===== src/rtl/pht_ctrl_pkg.sv =====
// Shared predictor definitions: counter encodings,
// controller FSM states and the saturating counter rule.
package pht_ctrl_pkg;

  typedef enum logic [1:0] {
    WELL_NTAKEN = 2'b00,
    NTAKEN      = 2'b01,
    TAKEN       = 2'b10,
    WELL_TAKEN  = 2'b11
  } cnt_e;

  typedef enum logic [1:0] {
    INIT   = 2'b00,
    IDLE   = 2'b01,
    UPD_WR = 2'b10
  } state_e;

  localparam logic GRANT_PRED = 1'b0;
  localparam logic GRANT_UPD  = 1'b1;

  function automatic logic [1:0] cnt_next(
    input logic [1:0] old,
    input logic       torn
  );
    if (torn) begin
      return (old == WELL_TAKEN) ? old : old + 2'd1;
    end
    return (old == WELL_NTAKEN) ? old : old - 2'd1;
  endfunction

endpackage


===== src/rtl/pht_ram.sv =====
// Single-port 2^IDX_W x 2 table, synchronous read.
// Ports: clk, we, addr, wdata, rdata (valid cycle after read).
module pht_ram #(
  parameter int IDX_W = 6
) (
  input  logic             clk,
  input  logic             we,
  input  logic [IDX_W-1:0] addr,
  input  logic [1:0]       wdata,
  output logic [1:0]       rdata
);

  logic [1:0] mem [2**IDX_W];

  always_ff @(posedge clk) begin
    if (we) begin
      mem[addr] <= wdata;
    end else begin
      rdata <= mem[addr];
    end
  end

endmodule


===== src/rtl/pht_ctrl.sv =====
// PHT controller: init sequencer, fair predict/update arbiter,
// update read-modify-write and prediction response register.
// Ports: clk, reset (async low), pred_* lookup req, rsp_* response,
// upd_* resolution update req, init_busy.
module pht_ctrl
  import pht_ctrl_pkg::*;
#(
  parameter int         IDX_W    = 6,
  parameter logic [1:0] CNT_INIT = 2'b01
) (
  input  logic             clk,
  input  logic             reset,
  input  logic             pred_valid,
  input  logic [IDX_W-1:0] pred_idx,
  output logic             pred_ready,
  output logic             rsp_valid,
  output logic [IDX_W-1:0] rsp_idx,
  output logic [1:0]       rsp_state,
  output logic             rsp_taken,
  input  logic             upd_valid,
  input  logic [IDX_W-1:0] upd_idx,
  input  logic             upd_torn,
  output logic             upd_ready,
  output logic             init_busy
);

  state_e           state_q, state_d;
  logic [IDX_W-1:0] init_cnt_q;
  logic             last_q;
  logic [IDX_W-1:0] uidx_q;
  logic             utorn_q;
  logic             rvld_q;
  logic [IDX_W-1:0] ridx_q;

  logic             grant_p, grant_u;
  logic             ram_we;
  logic [IDX_W-1:0] ram_addr;
  logic [1:0]       ram_wdata;
  logic [1:0]       ram_rdata;

  pht_ram #(.IDX_W(IDX_W)) u_ram (
    .clk   (clk),
    .we    (ram_we),
    .addr  (ram_addr),
    .wdata (ram_wdata),
    .rdata (ram_rdata)
  );

  always_comb begin
    state_d   = state_q;
    grant_p   = 1'b0;
    grant_u   = 1'b0;
    ram_we    = 1'b0;
    ram_addr  = pred_idx;
    ram_wdata = CNT_INIT;
    unique case (state_q)
      INIT: begin
        ram_we   = 1'b1;
        ram_addr = init_cnt_q;
        if (init_cnt_q == '1) state_d = IDLE;
      end
      IDLE: begin
        // Under contention the side not served last wins.
        grant_u = upd_valid &
                  (~pred_valid | (last_q == GRANT_PRED));
        grant_p = pred_valid & ~grant_u;
        if (grant_u) begin
          ram_addr = upd_idx;
          state_d  = UPD_WR;
        end
      end
      UPD_WR: begin
        // rdata still holds the value read at grant time.
        ram_we    = 1'b1;
        ram_addr  = uidx_q;
        ram_wdata = cnt_next(ram_rdata, utorn_q);
        state_d   = IDLE;
      end
      default: state_d = INIT;
    endcase
  end

  always_ff @(posedge clk or negedge reset) begin
    if (!reset) begin
      state_q    <= INIT;
      init_cnt_q <= '0;
      last_q     <= GRANT_UPD;
      uidx_q     <= '0;
      utorn_q    <= 1'b0;
      rvld_q     <= 1'b0;
      ridx_q     <= '0;
    end else begin
      state_q <= state_d;
      rvld_q  <= grant_p;
      if (state_q == INIT) begin
        init_cnt_q <= init_cnt_q + IDX_W'(1);
      end
      if (grant_p) begin
        last_q <= GRANT_PRED;
        ridx_q <= pred_idx;
      end
      if (grant_u) begin
        last_q  <= GRANT_UPD;
        uidx_q  <= upd_idx;
        utorn_q <= upd_torn;
      end
    end
  end

  assign pred_ready = grant_p;
  assign upd_ready  = grant_u;
  assign init_busy  = (state_q == INIT);
  assign rsp_valid  = rvld_q;
  assign rsp_idx    = ridx_q;
  // RAM is not reset, so mask its output when idle.
  assign rsp_state  = rvld_q ? ram_rdata : 2'b00;
  assign rsp_taken  = rsp_state[1];

endmodule


===== config.mk =====
export PLATFORM = sky130hd
export DESIGN_NAME = pht_ctrl
export DESIGN_NICKNAME = d
export VERILOG_FILES = /design/src/rtl/pht_ctrl_pkg.sv /design/src/rtl/pht_ram.sv /design/src/rtl/pht_ctrl.sv
export SDC_FILE = /design/constraint.sdc
export NUM_CORES = 1
export LEC_CHECK = 0
export CAP_MARGIN = 30
export CORE_MARGIN = 2
export CORE_UTILIZATION = 54
export CTS_CLUSTER_DIAMETER = 60
export DETAILED_ROUTE_END_ITERATION = 7
export HOLD_SLACK_MARGIN = 0.03
export PLACE_DENSITY = 0.78
export SKIP_LAST_GASP = 1
export SYNTH_ARGS = -nofsm -noshare
export SYNTH_HDL_FRONTEND = slang
export SYNTH_SLANG_ARGS = --single-unit

===== constraint.sdc =====
create_clock -name clk -period 3.94 [get_ports clk]
set_input_delay 0.985 -clock clk [delete_from_list [all_inputs] [get_ports clk]]
set_output_delay 0.985 -clock clk [all_outputs]
set_load 0.05 [all_outputs]

==> results_dict.tcl <==
set metrics [dict create \
    synth-async-reset-ratio 0.150 \
    synth_nets 558 \
    drv_cap 0 \
    grt_pass1_vias 4631 \
    via_per_inst 6.13 \
    tns_ns 0 \
    crit_start "upd_valid" \
    clockBufferDepth 2 \
    hold_buffers 0 \
    critPathRequiredTime_ns 4.23 \
    critPathSlowestCell "a31oi_1" \
    grt_max_degree 65 \
    cts_tree "done" \
    stdcell_area_sq_um 7860 \
    synth.distinct_cells 57 \
    io_pins 30 \
    die_w_um 116 \
    r2r-end "u_ram.rdata[1]" \
    r2r_start "state_q[0]" \
    final_common_cell "edfxtp_1" \
    fin_util 0.652 \
    post_synth.cell_area_avg_sq_um 12.4 \
    final_cell_mix "edfxtp_1 (130), nand2_1 (74), nor2_1 (71)" \
    outcome "completed" \
    die_area_sq_um 13300 \
    cp-start-kind "input port" \
    syn_inst 540 \
    cts_root_buf "clkbuf_16" \
    p_per_area_nw_per_um2 869 \
    crit_type "in -> reg" \
    synth_edf_count 130 \
    crit_family "compound AO/OA/AOI/OAI gates" \
    fin_crit_sh 0.899 \
    rsz0062_at_grt "no" \
    ys_seq_area_frac 0.667 \
    clk_pin_slew_ns 0.06 \
    vdd_drop_max_v 0.000385 \
    maxClockFrequency_ghz 0.282 \
    grt_pass1_wl_um 24300 \
    synth_ff_type "edfxtp_1" \
    grt_overflow 0 \
    finalClockSkew_ns 0.00854 \
    maxSlewViolCount 0 \
    tightest_slew_ns 0.960 \
    placed_area_sq_um 7250 \
    drc 0 \
    worstSetupEndpointType "flip-flop" \
    worstPathArrival_ns 3.83 \
    h-tree-depth 4 \
    synth_warnings 0 \
    min_path_cells 1 \
    port_buffers 29 \
    synth_area_sq_um 6720 \
    antenna_left 0 \
    min_period_ns 3.54 \
    drt-total-wl_um 15400 \
    area_delta_synth_final_pct 17.1 \
    clk_latency_ns 0.43 \
    start_util 0.557 \
    antenna_cells 0 \
    gp_congestion 0.817 \
    post_drt_wl_per_cell_um 20.5 \
    dp.final_hpwl_um 9300 \
    hold_ws_ns 0.483 \
    drive_gt1_frac 0.135 \
    cellLeakagePower_nw 2.74 \
    cp_cell_sequence "clkdlybuf4s50_1 > a21boi_4 > nand3_1 > a31oi_1 > buf_4 > a21oi_2 > a21boi_1 > nor4_1 > nor4_2 > nand4_1" \
    worst_path_largest_cell_delay_ns 0.75 \
    ys_ff_latch 153 \
    worst-r2r-cell-count 9 \
    die_h_um 116 \
    setup_ws_ns 0.398 \
    clock_sinks 153 \
    path_buf_inv 2 \
    rows 40 \
    drt-initial-drc-count 562 \
    cts-buffers-inserted 17 \
    slew_headroom 0.357 \
    dr.pass1.iters 5 \
    hp-class "reg -> reg" \
    grt_use_total 0.247 \
    r2r_slack_ns 0.65 \
    setup_viol 0 \
    coreArea_sq_um 12100 \
    nNetsFinal 589 \
    cts_setup_buffers 0 \
    hold_path_end "uidx_q[3]" \
    dp_slack_ns 0.0312 \
    cts_resized 0 \
    dr_total_vias 4611 \
    path_max_fanout 9 \
    antenna_found_initial 0 \
    hold_viol 0 \
    min-delay-start "uidx_q[3]" \
]
## cell families after synthesis
logic type,count (synthesis),share of synthesized area
xor gates and xnor gates,5,0.00652
AOI/OAI and AO/OA,119,0.118
and+or+nand+nor,193,0.124
muxes,28,0.0477
DFF,153,0.667
buffers and inverters,41,0.0348
adders and majority gates,1,0.00186
## report_power, final
group / internal, mW / total, mW / leakage, nW / switching (mW)
logic: 1.11 / 2.99 / 1.03 / 1.88
registers: 2.01 / 2.16 / 1.41 / 0.151
clock network: 1.05 / 1.68 / 0.296 / 0.627
## synthesized netlist by cell type, types with 4 or more instances
library cell | number | share of area
buf_2 | 12 | 0.0089
clkbuf_1 | 14 | 0.0078
a22oi_1 | 4 | 0.0045
mux2_2 | 12 | 0.020
edfxtp_1 | 130 | 0.58
nor2_1 | 71 | 0.040
xnor2_1 | 4 | 0.0052
nand2_1 | 74 | 0.041
o22ai_1 | 9 | 0.0084
buf_6 | 5 | 0.0084
a21oi_1 | 55 | 0.041
a22o_1 | 17 | 0.022
o21ai_0 | 6 | 0.0045
dfrtp_1 | 22 | 0.082
nand3_1 | 16 | 0.012
mux2i_1 | 14 | 0.021
nand4_1 | 4 | 0.0037
inv_1 | 5 | 0.0028
and3_1 | 6 | 0.0056
## state kept, by name, summed over array words and instances (netlist names)
register / cells
last_q: 1
u_ram.rdata: 2
u_ram.mem: 128
rsp_idx: 6
state_q: 2
uidx_q: 6
rsp_valid: 1
init_cnt_q: 6
utorn_q: 1
## through the flow
step / power [mW] / cells
2_1_floorplan: 4.26 / 540
3_3_place_gp: 5.02 / 719
3_5_place_dp: 5.10 / 720
4_1_cts: 6.79 / 752
5_1_grt: 7.15 / 752
6_report: 6.83 / 752
## how the worst max path moves through the flow
stage,to,slack (ns),cells past startpoint
6_report,u_ram.rdata[0],0.40,10
4_1_cts,init_busy,0.45,2
3_3_place_gp,u_ram.rdata[0],0.21,10
3_5_place_dp,u_ram.rdata[0],0.03,10
2_1_floorplan,pred_ready,0.84,2
5_1_grt,u_ram.rdata[0],0.30,10
## metal layers
metal	share of wire	vias to the layer above	global-route usage
met5	0	-	0
met4	0.030	0	0.110
met3	0.080	37	0.0533
met2	0.49	245	0.403
met1	0.40	2263	0.319
li1	-	2066	-
## layout make-up
class / instances / area (sq um)
Clock buffer: 19 / 433
Inverter: 5 / 18.8
Fill cell: 838 / 4200
Clock inverter: 13 / 176
Timing Repair Buffer: 48 / 523
Tap cell: 168 / 210
Sequential cell: 153 / 4480
Multi-Input combinational cell: 346 / 2020
No activity file was read; power rests on OpenSTA's default activity.
